`config.mk`:
```
export PLATFORM = sky130hd
export DESIGN_NAME = idct_block_seq_flat
export DESIGN_NICKNAME = d
export VERILOG_FILES = /design/src/rtl/idct_block_seq_pkg.sv /design/src/rtl/idct_block_seq_if.sv /design/src/rtl/idct_block_seq_tbuf.sv /design/src/rtl/idct_block_seq.sv /design/src/flat_wrapper.sv
export SDC_FILE = /design/constraint.sdc
export NUM_CORES = 2
export LEC_CHECK = 0
export CORE_AREA = 2 2 321 482
export DETAILED_ROUTE_END_ITERATION = 10
export DIE_AREA = 0 0 323 484
export DONT_BUFFER_PORTS = 1
export SLEW_MARGIN = 20
export SYNTH_ARGS = -nofsm -noshare
export SYNTH_HDL_FRONTEND = slang
export SYNTH_SLANG_ARGS = --single-unit
```
`constraint.sdc`:
```
create_clock -name clk -period 4.2 [get_ports clk]
set_input_delay 0.42 -clock clk [delete_from_list [all_inputs] [get_ports clk]]
set_output_delay 0.42 -clock clk [all_outputs]
set_load 0.1 [all_outputs]
```
`src/rtl/idct_block_seq_pkg.sv`:
```
// Shared types for the 8x8 IDCT block sequencer.
// Lane geometry, FSM state encoding and a lane slice helper.
package idct_pkg;

  localparam int LANE_W = 16;
  localparam int LANES  = 8;
  localparam int ROW_W  = LANE_W * LANES;
  localparam int IDX_W  = 3;

  typedef logic [LANE_W-1:0] lane_t;
  typedef logic [ROW_W-1:0]  row_t;
  typedef logic [IDX_W-1:0]  idx_t;

  localparam idx_t IDX_MAX = '1;

  typedef enum logic [2:0] {
    S_IDLE,
    S_ROW,
    S_ROW_FLUSH,
    S_COL,
    S_COL_FLUSH,
    S_OUT
  } idct_seq_state_t;

  function automatic lane_t lane_of(
    input row_t row,
    input idx_t i
  );
    return row[int'(i)*LANE_W +: LANE_W];
  endfunction

endpackage

```
`src/rtl/idct_block_seq_if.sv`:
```
// Row-in / row-out stream handshakes of the IDCT sequencer.
// The sequencer takes the slave side, the source/sink the master side.
interface idct_block_seq_if;
  import idct_pkg::*;

  logic in_valid;
  logic in_ready;
  row_t in_row;
  logic out_valid;
  logic out_ready;
  logic out_last;
  row_t out_row;

  modport master (
    output in_valid,
    output in_row,
    output out_ready,
    input  in_ready,
    input  out_valid,
    input  out_row,
    input  out_last
  );

  modport slave (
    input  in_valid,
    input  in_row,
    input  out_ready,
    output in_ready,
    output out_valid,
    output out_row,
    output out_last
  );

endinterface

```
`src/rtl/idct_block_seq_tbuf.sv`:
```
// LANES x LANES transpose buffer with row/column read and write ports.
// Contents are deliberately not reset; every block overwrites them.
module idct_tbuf
  import idct_pkg::*;
(
  input  logic clk,
  input  idx_t i_rrow_idx,
  output row_t o_rrow,
  input  idx_t i_rcol_idx,
  output row_t o_rcol,
  input  logic i_wrow_en,
  input  idx_t i_wrow_idx,
  input  row_t i_wrow,
  input  logic i_wcol_en,
  input  idx_t i_wcol_idx,
  input  row_t i_wcol
);

  lane_t r_mem [LANES][LANES];

  always_ff @(posedge clk) begin
    for (int r = 0; r < LANES; r++) begin
      for (int c = 0; c < LANES; c++) begin
        if (i_wrow_en && i_wrow_idx == idx_t'(r)) begin
          r_mem[r][c] <= lane_of(i_wrow, idx_t'(c));
        end else if (i_wcol_en && i_wcol_idx == idx_t'(c)) begin
          r_mem[r][c] <= lane_of(i_wcol, idx_t'(r));
        end
      end
    end
  end

  always_comb begin
    o_rrow = '0;
    o_rcol = '0;
    for (int c = 0; c < LANES; c++) begin
      o_rrow[c*LANE_W +: LANE_W] = r_mem[i_rrow_idx][c];
    end
    for (int r = 0; r < LANES; r++) begin
      o_rcol[r*LANE_W +: LANE_W] = r_mem[r][i_rcol_idx];
    end
  end

endmodule

```
`src/rtl/idct_block_seq.sv`:
```
// Shares one 1-D IDCT row unit between the row and column passes.
// Rows in, transpose buffer, columns re-issued, rows streamed out.
module idct_block_seq
  import idct_pkg::*;
#(
  parameter int UNIT_LAT = 1
) (
  input  logic            clk,
  input  logic            rst_n,
  idct_block_seq_if.slave s_if,
  output row_t            unit_in,
  input  row_t            unit_out,
  output logic            busy
);

  idct_seq_state_t r_state;
  idct_seq_state_t w_next;

  logic                r_ready;
  logic                r_issue;
  logic [UNIT_LAT-1:0] r_tag;
  idx_t                r_cnt;
  idx_t                r_cap;
  idx_t                r_o;
  row_t                r_unit_in;

  row_t w_row_rd;
  row_t w_col_rd;
  logic w_acc;
  logic w_cap;
  logic w_hs;
  logic w_out_valid;
  logic w_out_last;
  logic w_busy;
  logic w_row_pass;
  logic w_col_pass;
  logic w_col_issue;

  assign w_acc = s_if.in_valid & r_ready;
  assign w_cap = r_tag[UNIT_LAT-1];
  assign w_hs  = w_out_valid & s_if.out_ready;

  always_ff @(posedge clk or negedge rst_n) begin
    if (!rst_n) begin
      r_state <= S_IDLE;
      r_ready <= 1'b0;
    end else begin
      r_state <= w_next;
      r_ready <= (w_next == S_IDLE) ||
                 (w_next == S_ROW);
    end
  end

  always_comb begin
    w_next = r_state;
    unique case (r_state)
      S_IDLE: begin
        if (w_acc) w_next = S_ROW;
      end
      S_ROW: begin
        if (w_acc && r_cnt == IDX_MAX)
          w_next = S_ROW_FLUSH;
      end
      S_ROW_FLUSH: begin
        if (w_cap && r_cap == IDX_MAX)
          w_next = S_COL;
      end
      S_COL: begin
        if (r_cnt == IDX_MAX)
          w_next = S_COL_FLUSH;
      end
      S_COL_FLUSH: begin
        if (w_cap && r_cap == IDX_MAX)
          w_next = S_OUT;
      end
      S_OUT: begin
        if (w_hs && r_o == IDX_MAX)
          w_next = S_IDLE;
      end
      default: w_next = S_IDLE;
    endcase
  end

  always_comb begin
    w_out_valid = (r_state == S_OUT);
    w_out_last  = w_out_valid && (r_o == IDX_MAX);
    w_busy      = (r_state != S_IDLE);
    w_col_issue = (r_state == S_COL);
    w_row_pass  = (r_state == S_ROW) ||
                  (r_state == S_ROW_FLUSH);
    w_col_pass  = (r_state == S_COL) ||
                  (r_state == S_COL_FLUSH);
  end

  // r_issue marks the cycle unit_in holds a live operand; tags trail it
  always_ff @(posedge clk or negedge rst_n) begin
    if (!rst_n) begin
      r_unit_in <= '0;
      r_issue   <= 1'b0;
      r_tag     <= '0;
      r_cnt     <= '0;
      r_cap     <= '0;
      r_o       <= '0;
    end else begin
      r_issue  <= w_acc | w_col_issue;
      r_tag[0] <= r_issue;
      for (int k = 1; k < UNIT_LAT; k++) begin
        r_tag[k] <= r_tag[k-1];
      end
      if (w_acc) begin
        r_unit_in <= s_if.in_row;
      end else if (w_col_issue) begin
        r_unit_in <= w_col_rd;
      end
      if (w_acc || w_col_issue) begin
        r_cnt <= r_cnt + idx_t'(1);
      end
      if (w_cap) begin
        r_cap <= r_cap + idx_t'(1);
      end
      if (w_hs) begin
        r_o <= r_o + idx_t'(1);
      end
    end
  end

  idct_tbuf u_tbuf (
    .clk        (clk),
    .i_rrow_idx (r_o),
    .o_rrow     (w_row_rd),
    .i_rcol_idx (r_cnt),
    .o_rcol     (w_col_rd),
    .i_wrow_en  (w_cap & w_row_pass),
    .i_wrow_idx (r_cap),
    .i_wrow     (unit_out),
    .i_wcol_en  (w_cap & w_col_pass),
    .i_wcol_idx (r_cap),
    .i_wcol     (unit_out)
  );

  assign s_if.in_ready  = r_ready;
  assign s_if.out_valid = w_out_valid;
  assign s_if.out_last  = w_out_last;
  assign s_if.out_row   = w_row_rd;
  assign unit_in        = r_unit_in;
  assign busy           = w_busy;

endmodule

```
`src/flat_wrapper.sv`:
```
// flat-port wrapper written by rule: the top's interface ports become plain ports
module idct_block_seq_flat import idct_pkg::*;
#(
  parameter int UNIT_LAT = 1
)
  (clk, rst_n, unit_in, unit_out, busy, s_if_in_valid, s_if_in_row, s_if_out_ready, s_if_in_ready, s_if_out_valid, s_if_out_row, s_if_out_last);
  idct_block_seq_if s_if_i ();
  input  logic clk;
  input  logic rst_n;
  output row_t unit_in;
  input  row_t unit_out;
  output logic busy;
  input wire logic [$bits(s_if_i.in_valid)-1:0] s_if_in_valid;
  input wire logic [$bits(s_if_i.in_row)-1:0] s_if_in_row;
  input wire logic [$bits(s_if_i.out_ready)-1:0] s_if_out_ready;
  output wire logic [$bits(s_if_i.in_ready)-1:0] s_if_in_ready;
  output wire logic [$bits(s_if_i.out_valid)-1:0] s_if_out_valid;
  output wire logic [$bits(s_if_i.out_row)-1:0] s_if_out_row;
  output wire logic [$bits(s_if_i.out_last)-1:0] s_if_out_last;
  assign s_if_i.in_valid = s_if_in_valid;
  assign s_if_i.in_row = s_if_in_row;
  assign s_if_i.out_ready = s_if_out_ready;
  assign s_if_in_ready = s_if_i.in_ready;
  assign s_if_out_valid = s_if_i.out_valid;
  assign s_if_out_row = s_if_i.out_row;
  assign s_if_out_last = s_if_i.out_last;
  idct_block_seq #(.UNIT_LAT(UNIT_LAT)) u_core (.clk(clk), .rst_n(rst_n), .s_if(s_if_i), .unit_in(unit_in), .unit_out(unit_out), .busy(busy));
endmodule
```
# Word level (Yosys, flattened, before mapping)
# Memory sizes are Yosys's and may differ from the RTL's.
# Index checks and enable logic that the tools add are counted.
# totals
ff_bits,143
ramBits,1024
input_bits,260
out_inout_bits,260
elab_cells,376
memories,1
# mem_list
memory,depth,width,rd,rd_clocked_by_memory_dff,wr,line,source
u_core.u_tbuf.r_mem,8,128,9,0,8,idct_block_seq_tbuf.sv:19,lane_t r_mem [LANES][LANES];
# classes
addsub,3
magnitude_cmp,1
eq_ne,15
mux,249
bitwise,70
n_reduce_logical,29
# op_table
op,count
16-bit 2-to-1 mux,80
16-bit binary-select mux with 3-bit select,8
128-bit 2-to-1 mux,2
1-bit 2-to-1 mux,152
1-bit bitwise OR,65
"3-bit == test, second input constant",8
1-bit logical AND,20
3-bit 2-to-1 mux,6
3-bit case mux with 6 select lines,1
"3-bit by 2-bit == test with 1-bit output, second input constant",4
"3-bit by 1-bit adder with 3-bit output, second input constant",3
"3-bit by 1-bit == test with 1-bit output, second input constant",3
3-bit zero test,3
1-bit AND,4
"4-bit greater-or-equal comparator, second input constant",1
1-bit logical OR,4
3-bit inverter with 4-bit output,1
3-bit nonzero test,1
2-bit nonzero test,1

# Logic depth before layout (Yosys ltp)
# logic_depth
ltp_word,8
ltp_mapped,8
mapped_depth_nobuf,6

# Cells and area by module
# A second synthesis with hierarchy kept.
# hier_totals
hier_cells,3846
hier_area_um2,65655.5
# modules_own_cells
module,instances,cells_per_inst,area_per_inst_um2,seq_area_each_um2
idct_tbuf,1,3214,58811.4,30749.5
idct_block_seq,1,632,6844.1,3578.4

# Worst setup path before layout
# OpenSTA, ideal clock, no wires.
# synth_timing
kind,flip-flop to output port
startpoint,register u_core.r_state[0]
endpoint,output s_if_out_last
arrival_ns,2.403
t_required_ns,3.780
path_slack_ns,1.377
path_stages_with_launch,4
n_path_buf,1
path_cell_list,dfrtp_1 clkbuf_1 and3b_1 and2_1
# synth_between
elab_chain_cells,2
# synth_lines
item,line,source
start: declaration,idct_block_seq.sv:16,idct_seq_state_t r_state;
start signal: assignment,idct_block_seq.sv:48,r_state <= w_next;
3-bit == test,idct_block_seq.sv:85,w_out_valid = (r_state == S_OUT);
via s_if_out_valid,flat_wrapper.sv:17,output wire logic [$bits(s_if_i.out_valid)-1:0] s_if_out_valid;
1-bit logical AND,idct_block_seq.sv:86,w_out_last = w_out_valid && (r_o == IDX_MAX);
end: declaration,flat_wrapper.sv:19,output wire logic [$bits(s_if_i.out_last)-1:0] s_if_out_last;
# The timed path passes the listed nets, and every way through them passes these cells.

# Worst setup path in the final report
# layout_timing
startpoint,register u_core.r_o[0]
endpoint,output s_if_out_row[102]
# layout_between
elab_chain_cells,1
# layout_lines
item,line,source
start: declaration,idct_block_seq.sv:24,idx_t r_o;
start signal: assignment,idct_block_seq.sv:122,r_o <= r_o + idx_t'(1);
memory 8 x 128 bit,n/a,
end: declaration,flat_wrapper.sv:18,output wire logic [$bits(s_if_i.out_row)-1:0] s_if_out_row;
# Every way passes these cells.

==> results.ini <==
[synth]
yosys.area.top_type = edfxtp_1
synth_mux_area_share_pct = 21.6
synth_compound_area_share_pct = 14.0
synth_top_family_by_area = multiplexers
synth_nets = 4197
ys.flop_type = edfxtp_1
ys_ff_latch = 1167
synth_top_cell_area_share_pct = 50.8
yosys_warnings = 0
yosys.area_share.simple_pct = 2.90
async_reset_ff_share_pct = 12.3
synth_edf_count = 1024
synth-seq-area-share_pct = 56.8
netlist_area_um2 = 60500
netlist_instances = 3927
synth_area_per_cell_um2 = 15.4
ys_top_cells_by_area = edfxtp_1 (51%), mux4_2 (19%), a21o_1 (11%)
synth_cell_types = 38
synthAdderAreaFrac_pct = 0.207
synthXorXnorAreaFrac_pct = 0.0724

[timing]
finalHoldViolCount = 0
fmax_mhz = 264
fin_skew_ns = 0.0580
finalSetupViolations = 0
slew_viol_final = 0
tightest_slew_ns = 1.22
fin_crit_sh_pct = 90.2
min_period_ns = 3.79
setup_ws_ns = 0.411
relSlewSlack_pct = 18.1
setup-tns-final_ns = 0
rsz0062_at_grt = no

[layout]
final_common_cell = edfxtp_1
fin_nets = 4170
fin_cells = 6163
multi_input_area_um2 = 23500
seqCellArea_um2 = 34300
syn2layout_area_growth_pct = 13.7
stdcell_area_um2 = 68800
fillers = 13400
drive_gt1_share_pct = 25.3
final_cell_mix = edfxtp_1 (1,024), a21o_1 (896), mux4_2 (512)

[setup_path]
required_ns = 3.78
ff2ff_setup_slack_ns = 0.82
crit_type = reg2out
worst-endpoint-arrival_ns = 3.37
critPathMaxFanout = 69
start_kind = flip-flop
worstSetupEndpointType = output port

[run]
maxCapViolCount = 0

[cts]
cts_sinks = 1167
cts_resized = 0
h-tree-depth = 3
clk_pin_slew_ns = 0.07
worstSkewPairLatency_ns = 0.85
cts_buffers = 112
clk_path_buf_depth = 3
cts_root_buffer = clkbuf_16
tritoncts = yes

[placement]
gp_congestion = 1.08
pre_cts_slack_ns = 1.16
io_buffers = 0
place_area_um2 = 62100
hpwl_um = 225000
placed_cells = 5579

[global_routing]
grt_pass1_vias = 41500
overflow = 0
grt_usage_pct = 40.3
use_met3_pct = 16.9
globalRouteMet2Util_pct = 57.8
top_usage_layer = met2
antenna_found_initial = 91
use_met1_pct = 44.5
grt_max_degree = 144
grt_pass1_wl_um = 409000

[detailed_routing]
avgViaCountPerCell = 7.15
ant_nets = 0
drc_errors = 0
dr.pass1.iters = 9
drt-initial-drc-count = 8613
vias = 44100
wirelength_um = 317000
avgRoutedWirePerCell_um = 51.5

[power]
vdd_drop_max_mv = 0.716
cellLeakagePower_nw = 26.8
pwr_density_cell_nw_per_um2 = 942

[floorplanning]
num_rows = 176
coreArea_um2 = 152000
fp.dieH_um = 484
die_w_um = 323
die_area_um2 = 156000
start_util_pct = 39.7
design.portCount = 520

[hold_path]
hold_class = in2reg

[status]
status = finished, final reports clean

[critical path, cell delays in order, from the launching register on]
cell and delay, ns:
dfrtp_4 0.62, buf_12 0.50, buf_4 0.45, mux4_2 0.38, mux2_2 0.51
[cells by family after synthesis]
| group | after synthesis |
|---|---|
| adder cells (fa/ha/maj) | 10 |
| AND/OR/NAND/NOR | 363 |
| buffers and inverters | 563 |
| flip-flops | 1167 |
| AO/OA/AOI/OAI | 1173 |
| XOR/XNOR | 5 |
| multiplexers | 646 |
[through the flow]
step           hold WS [ns]  total power [mW]  utilization (%)
5_1_grt             0.00756              65.3             45.0
3_5_place_dp          0.130              51.9             40.7
3_3_place_gp          0.131              51.8             40.7
6_report             0.0386              64.8             45.1
4_1_cts              0.0116              63.4             45.0
2_1_floorplan         0.124              42.0                -
[where the power goes]
part	switching [mW]	internal, mW	total (mW)	leakage (nW)
combinational	23.5	8.30	31.8	14.0
sequential	6.45	15.5	21.9	10.9
clock	4.96	6.14	11.1	1.90
[layout make-up]
class | instances | share of cell area, %
Tap cell | 2047 | 3.72
Timing Repair Buffer | 418 | 6.02
Clock buffer | 139 | 4.48
Multi-Input combinational cell | 2197 | 34.2
Inverter | 4 | 0.0255
Antenna cell | 122 | 0.444
Clock inverter | 69 | 1.15
Sequential cell | 1167 | 49.9
[state kept, by name, summed over array words and instances, names as in the netlist]
register / count
u_core.r_issue: 1
u_core.r_state: 3
u_core.r_tag: 1
u_core.u_tbuf.r_mem: 1024
u_core.unit_in: 128
u_core.r_cnt: 3
u_core.s_if.in_ready: 1
u_core.r_cap: 3
u_core.r_o: 3
[repair_timing]
action,4_1_cts,5_1_grt
buffers inserted,0,0
endpoints found under the setup margin,0,0
hold endpoints to repair,1295,0
hold buffers,254,0
[routing by layer]
layer	wire (um)	vias up	part of all wire, %
met2	134000	4537	42
met3	46900	1096	15
met5	282	-	0.089
met1	96400	22700	30
met4	39800	40	13
li1	-	15700	-
[final timing paths]
path	cells past startpoint	start	end
max	4	u_core.r_o[0]	s_if_out_row[102]
min reg2reg	0	u_core.r_issue	u_core.r_tag
min	2	s_if_in_row[42]	u_core.unit_in[42]
min in group asynchronous	2	rst_n	u_core.unit_in[36]
max reg2reg	5	u_core.r_state[1]	u_core.u_tbuf.r_mem[0][109]
max in group asynchronous	2	rst_n	u_core.r_o[2]
[synth_stat cells (4+ instances only)]
library cell / instances
edfxtp_1: 1024
a21o_1: 896
mux4_2: 512
clkbuf_1: 277
o22ai_1: 248
buf_2: 184
dfrtp_1: 143
mux2_2: 130
nor2b_1: 129
nor2_1: 126
nand2_1: 84
buf_4: 46
clkbuf_2: 27
buf_6: 20
nand3_1: 11
ha_1: 10
o21ai_0: 8
o2111a_1: 6
buf_1: 5
a21oi_1: 4
a22oi_1: 4
mux2i_1: 4
xnor2_1: 4
(Power assumes the default switching activity.)
